<file path="config.mk">
export PLATFORM = sky130hd
export DESIGN_NAME = radix_2_div
export DESIGN_NICKNAME = d
export VERILOG_FILES = /design/src/rtl/radix_2_div.sv
export SDC_FILE = /design/constraint.sdc
export NUM_CORES = 1
export LEC_CHECK = 0
export CORE_MARGIN = 2
export CORE_UTILIZATION = 45
export DETAILED_ROUTE_END_ITERATION = 16
export GPL_TIMING_DRIVEN = 0
export PLACE_DENSITY = 0.63
export SYNTH_ARGS = -nofsm -noshare
export SYNTH_HDL_FRONTEND = slang
export SYNTH_SLANG_ARGS = --single-unit
</file>
<file path="constraint.sdc">
create_clock -name clk -period 13.58 [get_ports clk]
set_clock_uncertainty 0.1 [all_clocks]
set_input_delay 3.395 -clock clk [delete_from_list [all_inputs] [get_ports clk]]
set_output_delay 3.395 -clock clk [all_outputs]
set_load 0.05 [all_outputs]
</file>
<file path="src/rtl/radix_2_div.sv">
// ============================================================================
// radix_2_div : iterative radix-2 restoring divider for RV32M DIV/DIVU/REM/REMU.
// Optional DIV_FAST_SPECIAL_EN: divide-by-zero and overflow skip the iterations.
// Revision: 1.0
// ============================================================================
`default_nettype none

module radix_2_div (
  input  logic        clk,
  input  logic        rst_n,
  input  logic        div_in_valid,
  input  logic [1:0]  div_type,
  input  logic [31:0] dividend,
  input  logic [31:0] divisor,
  input  logic        cpu_busy,
  output logic [31:0] div_out,
  output logic        div_out_valid,
  output logic        div_busy
);

  localparam logic [1:0] DIV_WAIT_VALID  = 2'd0;
  localparam logic [1:0] DIV_PRE_COMPUTE = 2'd1;
  localparam logic [1:0] DIV_COMPUTE     = 2'd2;
  localparam logic [1:0] DIV_DONE        = 2'd3;

  logic [1:0]  state_q, state_d;
  logic [1:0]  type_q, type_d;
  logic [31:0] dvd_q, dvd_d;
  logic [31:0] dvs_q, dvs_d;
  logic [31:0] dvs_mag_q, dvs_mag_d;
  logic [31:0] rem_q, rem_d;
  logic [31:0] quo_q, quo_d;
  logic [5:0]  cnt_q, cnt_d;
  logic        quo_neg_q, quo_neg_d;
  logic        rem_neg_q, rem_neg_d;
  logic        div0_q, div0_d;
  logic        ovf_q, ovf_d;
  logic [31:0] div_out_q, div_out_d;

  logic        w_signed;
  logic [31:0] w_dvd_mag;
  logic [31:0] w_dvs_mag;
  logic        w_div0;
  logic        w_ovf;
  logic [32:0] w_shifted;
  logic [32:0] w_trial;
  logic [31:0] w_rem_nx;
  logic [31:0] w_quo_nx;
  logic [31:0] w_quo_fin;
  logic [31:0] w_rem_fin;

  // Override result for divide-by-zero / signed overflow.
  function automatic logic [31:0] special_result(input logic div0, input logic rem_sel,
                                                 input logic [31:0] dvd);
    if (div0)
      return rem_sel ? dvd : 32'hFFFF_FFFF;
    else
      return rem_sel ? 32'h0000_0000 : 32'h8000_0000;
  endfunction

  always_comb begin
    w_signed  = ~type_q[0];
    // Two's-complement negate; 0x80000000 maps to itself, which read unsigned is 2^31.
    w_dvd_mag = (w_signed && dvd_q[31]) ? (~dvd_q + 32'd1) : dvd_q;
    w_dvs_mag = (w_signed && dvs_q[31]) ? (~dvs_q + 32'd1) : dvs_q;
    w_div0    = (dvs_q == 32'd0);
    w_ovf     = w_signed && (dvd_q == 32'h8000_0000) && (dvs_q == 32'hFFFF_FFFF);

    w_shifted = {rem_q, quo_q[31]};
    w_trial   = w_shifted - {1'b0, dvs_mag_q};
    if (!w_trial[32]) begin
      w_rem_nx = w_trial[31:0];
      w_quo_nx = {quo_q[30:0], 1'b1};
    end else begin
      w_rem_nx = w_shifted[31:0];
      w_quo_nx = {quo_q[30:0], 1'b0};
    end
    w_quo_fin = quo_neg_q ? (~w_quo_nx + 32'd1) : w_quo_nx;
    w_rem_fin = rem_neg_q ? (~w_rem_nx + 32'd1) : w_rem_nx;
  end

  always_comb begin
    state_d   = state_q;
    type_d    = type_q;
    dvd_d     = dvd_q;
    dvs_d     = dvs_q;
    dvs_mag_d = dvs_mag_q;
    rem_d     = rem_q;
    quo_d     = quo_q;
    cnt_d     = cnt_q;
    quo_neg_d = quo_neg_q;
    rem_neg_d = rem_neg_q;
    div0_d    = div0_q;
    ovf_d     = ovf_q;
    div_out_d = div_out_q;

    case (state_q)
      DIV_WAIT_VALID: begin
        if (div_in_valid) begin
          state_d = DIV_PRE_COMPUTE;
          type_d  = div_type;
          dvd_d   = dividend;
          dvs_d   = divisor;
        end
      end
      DIV_PRE_COMPUTE: begin
        dvs_mag_d = w_dvs_mag;
        quo_d     = w_dvd_mag;
        rem_d     = 32'd0;
        cnt_d     = 6'd0;
        quo_neg_d = w_signed && (dvd_q[31] ^ dvs_q[31]) && !w_div0;
        rem_neg_d = w_signed && dvd_q[31];
        div0_d    = w_div0;
        ovf_d     = w_ovf;
        state_d   = DIV_COMPUTE;
`ifdef DIV_FAST_SPECIAL_EN
        if (w_div0 || w_ovf) begin
          state_d   = DIV_DONE;
          div_out_d = special_result(w_div0, type_q[1], dvd_q);
        end
`endif
      end
      DIV_COMPUTE: begin
        rem_d = w_rem_nx;
        quo_d = w_quo_nx;
        cnt_d = cnt_q + 6'd1;
        if (cnt_q == 6'd31) begin
          state_d = DIV_DONE;
          if (div0_q || ovf_q)
            div_out_d = special_result(div0_q, type_q[1], dvd_q);
          else
            div_out_d = type_q[1] ? w_rem_fin : w_quo_fin;
        end
      end
      DIV_DONE: begin
        if (!cpu_busy)
          state_d = DIV_WAIT_VALID;
      end
      default: state_d = DIV_WAIT_VALID;
    endcase
  end

  always_ff @(posedge clk or negedge rst_n) begin
    if (!rst_n) begin
      state_q   <= DIV_WAIT_VALID;
      type_q    <= 2'd0;
      dvd_q     <= 32'd0;
      dvs_q     <= 32'd0;
      dvs_mag_q <= 32'd0;
      rem_q     <= 32'd0;
      quo_q     <= 32'd0;
      cnt_q     <= 6'd0;
      quo_neg_q <= 1'b0;
      rem_neg_q <= 1'b0;
      div0_q    <= 1'b0;
      ovf_q     <= 1'b0;
      div_out_q <= 32'd0;
    end else begin
      state_q   <= state_d;
      type_q    <= type_d;
      dvd_q     <= dvd_d;
      dvs_q     <= dvs_d;
      dvs_mag_q <= dvs_mag_d;
      rem_q     <= rem_d;
      quo_q     <= quo_d;
      cnt_q     <= cnt_d;
      quo_neg_q <= quo_neg_d;
      rem_neg_q <= rem_neg_d;
      div0_q    <= div0_d;
      ovf_q     <= ovf_d;
      div_out_q <= div_out_d;
    end
  end

  assign div_out       = div_out_q;
  assign div_out_valid = (state_q == DIV_DONE);
  assign div_busy      = (state_q != DIV_WAIT_VALID);

endmodule

`default_nettype wire

</file>
==> results of run 1 <==
cell families (layout without fill, tap and decap cells):
family	Yosys count	in the layout
adder cells (fa/ha/maj)	44	44
AND/OR/NAND/NOR	466	466
AO/OA/AOI/OAI	501	501
multiplexers	109	109
XOR/XNOR	138	138
flip-flops	206	206
buffers and inverters	183	333
per-layer routing:
layer	part of all wire (%)	global-route usage (%)	up-vias	routed length (microns)
met1	46	42.9	6517	22400
met5	0.023	0	-	11
met2	42	43.1	588	20400
met3	8.9	5.59	78	4280
met4	2.5	7.06	2	1190
li1	-	-	6215	-
where the power goes:
part	total (W)	leakage (nW)	internal (W)	switching, W
Clock	0.000719	0.425	0.000434	0.000285
Combinational	0.00190	3.86	0.000779	0.00112
Sequential	0.00115	2.58	0.000831	0.000322
Total	0.00377	6.87	0.00204	0.00172
stage by stage:
step                      utilization [%]  area [sq um]  hold slack, ns
final                                53.3         16800           0.373
after global routing                 53.3         16800           0.407
after CTS                            53.3         16800           0.379
after detailed placement             50.5         15900           0.366
after global placement               50.4         15900           0.365
after floorplan                         -         14300           0.387
placed cells by master, fill, tap and decap left out, drive strengths merged, types with 75 or more instances in the layout:
| cell | n |
|---|---|
| mux2 | 102 |
| xnor2 | 75 |
| nor2 | 133 |
| o21ai | 143 |
| inv | 93 |
| a21oi | 164 |
| dfrtp | 206 |
| clkbuf | 106 |
| nand2 | 159 |
| clkdlybuf4s50 | 102 |
worst min-delay path by stage:
| stage | startpoint | endpoint | slack [ns] | depth (start not counted) |
|---|---|---|---|---|
| 2_1_floorplan | dvs_mag_q[0] | dvs_mag_q[0] | 0.39 | 1 |
| 3_3_place_gp | div_out[0] | div_out[0] | 0.36 | 2 |
| 3_5_place_dp | div_out[0] | div_out[0] | 0.37 | 2 |
| 4_1_cts | div_out[0] | div_out[0] | 0.38 | 2 |
| 5_1_grt | div_out[8] | div_out[8] | 0.41 | 2 |
| 6_report | div_out[8] | div_out[8] | 0.37 | 2 |
flip-flops by register name, indices dropped and copies added, names as in the netlist:
name       cells
cnt_q          6
div0_q         1
div_out       32
dvd_q         32
dvs_mag_q     32
dvs_q         32
ovf_q          1
quo_neg_q      1
quo_q         32
rem_neg_q      1
rem_q         32
state_q        2
type_q         2
worst min-delay path: stages (launching register included):
cell and delay, ns:
dfrtp_1 0.34, nand2_1 0.04, o21ai_0 0.06
area by class of cell:
cell class	count	area [sq um]	share of cell area, %
Multi-Input combinational cell	1258	8340	49.7
Sequential cell	206	5150	30.7
Timing Repair Buffer	104	1060	6.34
Clock buffer	32	682	4.07
Tap cell	402	503	3.00
Buffer	90	474	2.83
Inverter	93	357	2.13
Clock inverter	14	196	1.17
==> impl_metrics.py, run 1 <==
metrics = {
    "outcome": {
        "status": "finished, final reports clean",
    },
    "synthesis": {
        "yosys.area_share.xor_xnor_pct": 8.44,
        "synth_edf_count": 0,
        "synth.net_count": 1761,
        "syn-instance-count": 1647,
        "yosysMostFrequentCell": "dfrtp_1",
        "yosysUniqueCellTypes": 94,
        "syn_area_per_cell_sq_um": 8.70,
        "yosys_register_bits": 206,
        "synthAdderAreaFrac_pct": 3.90,
        "yosysTopAreaCell": "dfrtp_1",
        "synthTopCellsByArea": "dfrtp_1, mux2_2, a21oi_1",
        "synth.yosys.seq_area_share_pct": 36.0,
        "synth_async_sr_flop_share_pct": 100,
        "yosys_warnings": 0,
        "ys_top_cells_by_count": "dfrtp_1, a21oi_1, nand2_1",
        "synth.top_cell.area_share_pct": 36.0,
        "yosys.area_share.simple_pct": 15.6,
        "dominantRegCellSynth": "dfrtp_1",
        "synthMuxAreaShare_pct": 8.51,
        "synth_top_family_by_area": "compound AO/OA/AOI/OAI gates",
        "synth_compound_area_share_pct": 21.8,
        "syn_area_sq_um": 14300,
    },
    "worst_setup_path": {
        "critPathBufInv": 5,
        "crit_chain": "inv_1 > ha_1 > inv_1 > fa_1 > a211oi_2 > o211ai_2 > nand4_2 > a211oi_2 > nor3_2 > nor2_8 > inv_8 > buf_2 > clkbuf_8 > nor2_1 > a21oi_1 > ha_1 > or4b_1 > nor4_1 > nand3_1 > o21a_1 > o21bai_1 > o41ai_2 > xnor2_1 > o221ai_1",
        "crit_type": "reg2reg",
        "required_ns": 13.88,
        "crit_end": "div_out[24]",
        "reg2reg_slack_ns": 6.83,
        "r2r-end": "div_out[24]",
        "rr_startpoint": "quo_q[31]",
        "path_max_fanout": 10,
        "r2r_cells": 24,
        "cpLargestDelayFamily": "simple AND/OR/NAND/NOR gates",
        "path_depth": 24,
        "startpoint_type": "register",
        "arrival_ns": 7.06,
        "critPathSlowestCell": "nor3_2",
        "crit_path_end_kind": "register",
        "max_stage_delay_ns": 0.82,
        "startpoint": "quo_q[31]",
    },
    "power": {
        "total_power_w": 0.00377,
        "p_leak_nw": 6.87,
        "power.density_nw_per_um2": 225,
        "peakVddDrop_v": 0.000139,
    },
    "layout": {
        "drive_gt1_share_pct": 11.2,
        "diodes": 0,
        "nFillCells": 2953,
        "stdcell_count": 2199,
        "syn2layout_area_growth_pct": 17.1,
        "final_nets": 1892,
    },
    "routing": {
        "routed_wl_mm": 48.3,
        "vias_per_cell": 6.09,
        "drtAntennaViolNets": 0,
        "via_count": 13400,
        "drt_iter0_markers": 1381,
        "post-route-drc-count": 0,
        "avgRoutedWirePerCell_microns": 22.0,
        "drt_first_pass_iters": 6,
    },
    "sta": {
        "worstMarginPinSlew_ns": 1.32,
        "finalSetupTns_ns": 0,
        "period_needed_ns": 6.75,
        "slew_violations": 0,
        "setup_ws_ns": 6.83,
        "hold_viol": 0,
        "finalCritPeriodShare_pct": 49.7,
        "rsz0062_at_grt": "no",
        "relSlewSlack_pct": 11.4,
        "setup_viol": 0,
        "fmax_mhz": 148,
    },
    "clocking": {
        "cts.sinks": 206,
        "cts_tree": "done",
        "clockBufferDepth": 3,
        "cts_hold_buf": 0,
        "cts_htree_levels": 1,
        "ctsResizeCount": 0,
        "worstSkewPairLatency_ns": 0.55,
        "clockRootBuffer": "clkbuf_16",
        "cts_buffers": 25,
        "cts_setup_buffers": 0,
        "path_clk_slew_ns": 0.06,
    },
    "die": {
        "row_count": 65,
        "start_util_pct": 45.5,
        "io_pins": 104,
        "coreArea_sq_um": 31500,
        "die_x_microns": 182,
        "die_area_sq_um": 33300,
        "die_h_microns": 182,
    },
    "grt": {
        "antenna_found_initial": 1,
        "grt.total_usage_pct": 28.8,
        "grt_start_max_net_pins": 119,
        "grt_first_pass_wirelength_mm": 74.5,
        "overflow": 0,
        "grt_pass1_vias": 12800,
    },
    "min_path": {
        "hold_path.class": "reg2reg",
    },
    "place": {
        "place_inst": 2153,
        "dp_hpwl_mm": 37.2,
        "pre_cts_slack_ns": 7.05,
        "portBuffers": 103,
        "gp_congestion": 0.956,
    },
    "flow_run": {
        "maxCapViolations": 0,
    },
}
Note: power is estimated with default switching activity, not from simulation.
==> run 2, diff against run 1 <==
--- a/config.mk
+++ b/config.mk
@@ -9,7 +9,7 @@
 export CORE_UTILIZATION = 45
 export DETAILED_ROUTE_END_ITERATION = 16
 export GPL_TIMING_DRIVEN = 0
-export PLACE_DENSITY = 0.63
+export PLACE_DENSITY = 0.65
 export SYNTH_ARGS = -nofsm -noshare
 export SYNTH_HDL_FRONTEND = slang
 export SYNTH_SLANG_ARGS = --single-unit
==> constraint.sdc (replaced) <==
create_clock -name clk -period 5.5 [get_ports clk]
set_clock_uncertainty 0.1 [all_clocks]
set_input_delay 1.375 -clock clk [delete_from_list [all_inputs] [get_ports clk]]
set_output_delay 1.375 -clock clk [all_outputs]
set_load 0.05 [all_outputs]
==> impl_metrics.py, run 2 (synthesized netlist as in run 1, its figures left out) <==
metrics = {
    "clocking": {
        "cts.sinks": 206,
        "cts_tree": "done",
        "clockRootBuffer": "clkbuf_16",
        "path_clk_slew_ns": 0.06,
        "cts_hold_buf": 0,
        "worstSkewPairLatency_ns": 0.56,
        "cts_htree_levels": 1,
        "clockBufferDepth": 3,
        "cts_buffers": 25,
    },
    "place": {
        "portBuffers": 103,
        "place_inst": 2153,
        "gp_congestion": 0.960,
        "placed_cell_area_sq_um": 15900,
        "dp_hpwl_mm": 37.7,
    },
    "layout": {
        "nFillCells": 2973,
        "final_cell_area_sq_um": 16900,
        "finish.utilization_pct": 53.8,
        "syn2layout_area_growth_pct": 18.2,
        "stdcell_count": 2203,
        "final_common_cell": "dfrtp_1",
        "drive_gt1_share_pct": 12.0,
        "final_cell_mix": "dfrtp_1, a21oi_1, nand2_1",
        "final_nets": 1896,
        "diodes": 0,
    },
    "worst_setup_path": {
        "path_max_fanout": 10,
        "max_stage_delay_ns": 0.49,
        "arrival_ns": 5.58,
        "r2r_cells": 20,
        "crit_path_end_kind": "register",
        "required_ns": 5.80,
        "startpoint_type": "register",
        "cpLargestDelayFamily": "compound AO/OA/AOI/OAI gates",
        "critPathSlowestCell": "dfrtp_1",
        "r2r-end": "div_out[24]",
        "reg2reg_slack_ns": 0.22,
        "cp_common_cell": "buf_4",
        "crit_type": "reg2reg",
        "rr_startpoint": "rem_q[13]",
        "critPathBufInv": 3,
        "crit_chain": "ha_1 > clkdlybuf4s15_2 > nand2_1 > o21ai_1 > nor2b_1 > a211oi_4 > o21a_4 > nor2_8 > buf_4 > buf_4 > a21oi_4 > ha_4 > or4b_4 > nor4_4 > nand3_1 > o21a_1 > o21bai_2 > o41ai_2 > xnor2_1 > o221ai_1",
        "startpoint": "rem_q[13]",
    },
    "die": {
        "row_count": 65,
        "die_h_microns": 182,
        "coreArea_sq_um": 31500,
        "io_pins": 104,
        "die_x_microns": 182,
        "die_area_sq_um": 33300,
        "start_util_pct": 45.5,
    },
    "routing": {
        "avgRoutedWirePerCell_microns": 22.0,
        "vias_per_cell": 6.07,
        "drt_first_pass_iters": 5,
        "drtAntennaViolNets": 0,
        "via_count": 13400,
        "routed_wl_mm": 48.6,
        "post-route-drc-count": 0,
        "drt_iter0_markers": 1321,
    },
    "grt": {
        "grt_start_max_net_pins": 116,
        "grt_pass1_vias": 12700,
        "grt.total_usage_pct": 29.1,
        "overflow": 0,
        "grt_first_pass_wirelength_mm": 75.1,
        "antenna_found_initial": 1,
    },
    "sta": {
        "period_needed_ns": 5.28,
        "setup_viol": 0,
        "slew_violations": 0,
        "relSlewSlack_pct": 15.6,
        "worstMarginPinSlew_ns": 1.25,
        "rsz0062_at_grt": "yes",
        "finalCritPeriodShare_pct": 96.0,
        "hold_viol": 0,
        "fmax_mhz": 189,
        "finalSetupTns_ns": 0,
    },
    "min_path": {
        "hold_path.class": "reg2reg",
        "hold_depth": 2,
        "min_to": "div_out[8]",
        "min_from": "div_out[8]",
    },
    "power": {
        "power.density_nw_per_um2": 557,
        "p_leak_nw": 6.93,
        "peakVddDrop_v": 0.000398,
    },
    "flow_run": {
        "maxCapViolations": 0,
    },
    "outcome": {
        "status": "finished, final reports clean",
    },
}
[run 2: changes by cell type in the layout (fill, tap and decap cells not counted), sizes merged]
cell	change
buf	+6
clkinvlp	-3
bufinv	-1
clkbuf	+4
inv	+1
clkinv	-3
[run 2: area by class of cell]
class,instances,area [sq um],share of cell area (%)
Buffer,87,460,2.72
Clock buffer,38,754,4.46
Clock inverter,8,134,0.791
Inverter,93,357,2.11
Multi-Input combinational cell,1258,8440,49.9
Sequential cell,206,5150,30.5
Tap cell,402,503,2.97
Timing Repair Buffer,111,1120,6.60
[run 2: timing repair]
item,in CTS,in global routing
buffers inserted,3,4
cloned,0,0
setup endpoints to repair,12,12
hold endpoints to repair,0,0
resized for setup,15,9
pin swaps,5,12
[run 2: how the worst max path moves through the flow]
stage	endpoint	slack, ns	cells after the start
3_5_place_dp	div_out[28]	-1.11	24
3_3_place_gp	div_out[8]	-5.94	1
6_report	div_out[24]	0.22	20
5_1_grt	div_out[28]	-0.02	22
4_1_cts	div_out[28]	0.02	22
2_1_floorplan	div_out[28]	0.50	24
[run 2: tightest hold or removal path, stage by stage, from the launching register on]
cell and delay, ns:
dfrtp_1 0.34, nand2_1 0.05, o21ai_0 0.06
[run 2: per-layer routing]
layer / vias up / share of wire, % / GRT usage (%)
met5: - / 0.027 / 0
met4: 2 / 2.5 / 7.19
met3: 74 / 7.8 / 3.89
met2: 582 / 43 / 43.8
met1: 6506 / 47 / 44.3
li1: 6217 / - / -
[run 2: metrics by stage]
| step | setup slack, ns | hold WS (ns) | total power (W) |
|---|---|---|---|
| final | 0.218 | 0.380 | 0.00942 |
| after global routing | -0.0203 | 0.409 | 0.00997 |
| after CTS | 0.0210 | 0.385 | 0.00929 |
| after detailed placement | -1.11 | 0.372 | 0.00744 |
| after global placement | -5.94 | 0.368 | 0.00734 |
| after floorplan | 0.504 | 0.387 | 0.00594 |
[run 2: power by group]
group          switching (W)  internal, W  total (W)
sequential          0.000795      0.00205    0.00285
combinational        0.00283      0.00196    0.00479
clock               0.000699      0.00109    0.00179
total                0.00432      0.00510    0.00942
==> run 3, diff against run 2 <==
--- a/config.mk
+++ b/config.mk
@@ -7,7 +7,9 @@
 export LEC_CHECK = 0
 export CORE_MARGIN = 2
 export CORE_UTILIZATION = 45
+export CTS_CLUSTER_DIAMETER = 40
 export DETAILED_ROUTE_END_ITERATION = 16
+export GPL_ROUTABILITY_DRIVEN = 0
 export GPL_TIMING_DRIVEN = 0
 export PLACE_DENSITY = 0.65
 export SYNTH_ARGS = -nofsm -noshare
==> impl_metrics.py, run 3 (synthesized netlist as in run 1, its figures left out) <==
metrics = {
    "sta": {
        "worstMarginPinSlew_ns": 1.33,
        "setup_ws_ns": 0.126,
        "slew_violations": 0,
        "fmax_mhz": 186,
        "hold_viol": 0,
        "relSlewSlack_pct": 10.5,
        "period_needed_ns": 5.37,
        "finalCritPeriodShare_pct": 97.7,
        "setup_viol": 0,
    },
    "worst_setup_path": {
        "max_stage_delay_ns": 0.50,
        "crit_type": "reg2reg",
        "startpoint_type": "register",
        "critPathBufInv": 4,
        "critPathSlowestCell": "or4b_1",
        "crit_chain": "inv_1 > ha_1 > inv_1 > fa_2 > a211oi_2 > o211ai_2 > nand4_4 > a211oi_4 > nor3_4 > nor2_8 > buf_4 > clkbuf_4 > a21oi_4 > ha_2 > or4b_1 > nor4_4 > nand3_1 > o21a_1 > o21bai_2 > o41ai_2 > xnor2_1 > o221ai_1",
        "crit_path_end_kind": "register",
        "cpLargestDelayFamily": "compound AO/OA/AOI/OAI gates",
        "r2r_cells": 22,
        "rr_startpoint": "quo_q[31]",
        "reg2reg_slack_ns": 0.13,
        "cp_common_cell": "inv_1",
        "r2r-end": "div_out[28]",
        "required_ns": 5.77,
        "arrival_ns": 5.65,
        "path_max_fanout": 10,
    },
    "clocking": {
        "cts_htree_levels": 2,
        "path_clk_slew_ns": 0.06,
        "cts.sinks": 206,
        "worstSkewPairLatency_ns": 0.53,
        "clockBufferDepth": 3,
        "cts_hold_buf": 0,
        "clockRootBuffer": "clkbuf_16",
        "cts_tree": "done",
        "cts_buffers": 37,
    },
    "grt": {
        "grt_util_met1_pct": 40.8,
        "grt_busiest_layer": "met2",
        "grt_pass1_vias": 12900,
        "overflow": 0,
        "grt.total_usage_pct": 28.2,
        "antenna_found_initial": 0,
        "grt_first_pass_wirelength_mm": 73.2,
        "grt_use_met2_pct": 41.5,
        "grt_util_met3_pct": 6.33,
        "grt_start_max_net_pins": 121,
    },
    "layout": {
        "final_common_cell": "dfrtp_1",
        "final_cell_area_sq_um": 17400,
        "drive_gt1_share_pct": 13.2,
        "stdcell_count": 2226,
        "diodes": 0,
        "final_nets": 1909,
        "syn2layout_area_growth_pct": 21.3,
        "finish.utilization_pct": 55.2,
        "final_cell_mix": "dfrtp_1, a21oi_1, nand2_1",
    },
    "power": {
        "p_int_w": 0.00565,
        "power.density_nw_per_um2": 581,
        "power_frac_seq_pct": 28.3,
        "power.net_switching_w": 0.00444,
        "power_frac_comb_pct": 46.9,
        "p_leak_nw": 7.15,
        "power_frac_clock_pct": 24.9,
        "peakVddDrop_v": 0.000343,
        "p_sw_share_pct": 44.0,
        "total_power_w": 0.0101,
    },
    "routing": {
        "post-route-drc-count": 0,
        "drtAntennaViolNets": 0,
        "drt_first_pass_iters": 9,
        "vias_per_cell": 6.06,
        "drt_iter0_markers": 1349,
        "via_count": 13500,
        "routed_wl_mm": 47.0,
        "avgRoutedWirePerCell_microns": 21.1,
    },
    "place": {
        "pre_cts_slack_ns": -0.962,
        "placed_cell_area_sq_um": 15900,
        "place_inst": 2153,
        "portBuffers": 103,
        "dp_hpwl_mm": 35.6,
    },
    "min_path": {
        "min_from": "div_out[11]",
        "hold_path.class": "reg2reg",
        "hold_depth": 2,
        "min_to": "div_out[11]",
    },
    "die": {
        "die_area_sq_um": 33300,
        "die_x_microns": 182,
        "coreArea_sq_um": 31500,
        "start_util_pct": 45.5,
        "row_count": 65,
        "die_h_microns": 182,
        "io_pins": 104,
    },
    "flow_run": {
        "maxCapViolations": 0,
    },
    "outcome": {
        "status": "finished, final reports clean",
    },
}
-- run 3: changes by cell type in the layout (fill, tap and decap cells not counted), moves of 2 or more --
cell        delta
inv_6          +6
clkinv_2       +2
clkbuf_8       -6
bufinv_16      +4
clkinvlp_4     +2
clkbuf_1       -2
clkbuf_16     +13
-- run 3: layout make-up --
class                      count  area (sq um)
clock buffer                  43           990
fill                        2851         14100
timing repair buffer         112          1120
sequential                   206          5150
buffer                        87           458
inverter                      93           357
tap                          402           503
multi-input combinational   1258          8420
clock inverter                25           368
-- run 3: repair_timing --
| item | CTS | global route |
|---|---|---|
| buffers inserted | 2 | 6 |
| endpoints found under the setup margin | 12 | 12 |
| gates resized for setup | 13 | 4 |
| cloned | 0 | 0 |
| pin swaps | 4 | 10 |
-- run 3: through the flow --
step                hold WS (ns)  setup TNS [ns]
CTS                        0.385               0
finish                     0.380               0
detailed placement         0.373           -9.13
global route               0.433         -0.0365
global placement           0.366        -1227.91
floorplan                  0.387               0
-- run 3: power by group through the flow --
stage	Clock, W	Combinational (W)	Sequential, W
floorplan	0	0.00341	0.00253
global placement	0	0.00445	0.00280
detailed placement	0	0.00452	0.00283
CTS	0.00254	0.00459	0.00281
global route	0.00261	0.00517	0.00291
finish	0.00251	0.00473	0.00285
-- run 3: layer usage --
metal | wire, microns | part of all wire (%) | vias to the layer above
met1 | 20900 | 44 | 6449
met5 | 0 | 0 | -
met2 | 19800 | 42 | 676
li1 | - | - | 6252
met4 | 1640 | 3.5 | 0
met3 | 4670 | 9.9 | 118
-- run 3: worst max path at each step --
stage,startpoint,endpoint,slack [ns],cells after the start
after detailed placement,quo_q[31],div_out[28],-0.96,24
after floorplan,quo_q[31],div_out[28],0.50,24
after global placement,rst_n,div_out[8],-5.93,1
after CTS,quo_q[31],div_out[28],0.005,23
after global routing,quo_q[31],div_out[28],-0.02,22
final,quo_q[31],div_out[28],0.13,22
-- run 3: tightest hold or removal path, stage by stage (launching register included) --
cell and delay (ns):
dfrtp_1 0.34, nand2_1 0.04, o21ai_0 0.06
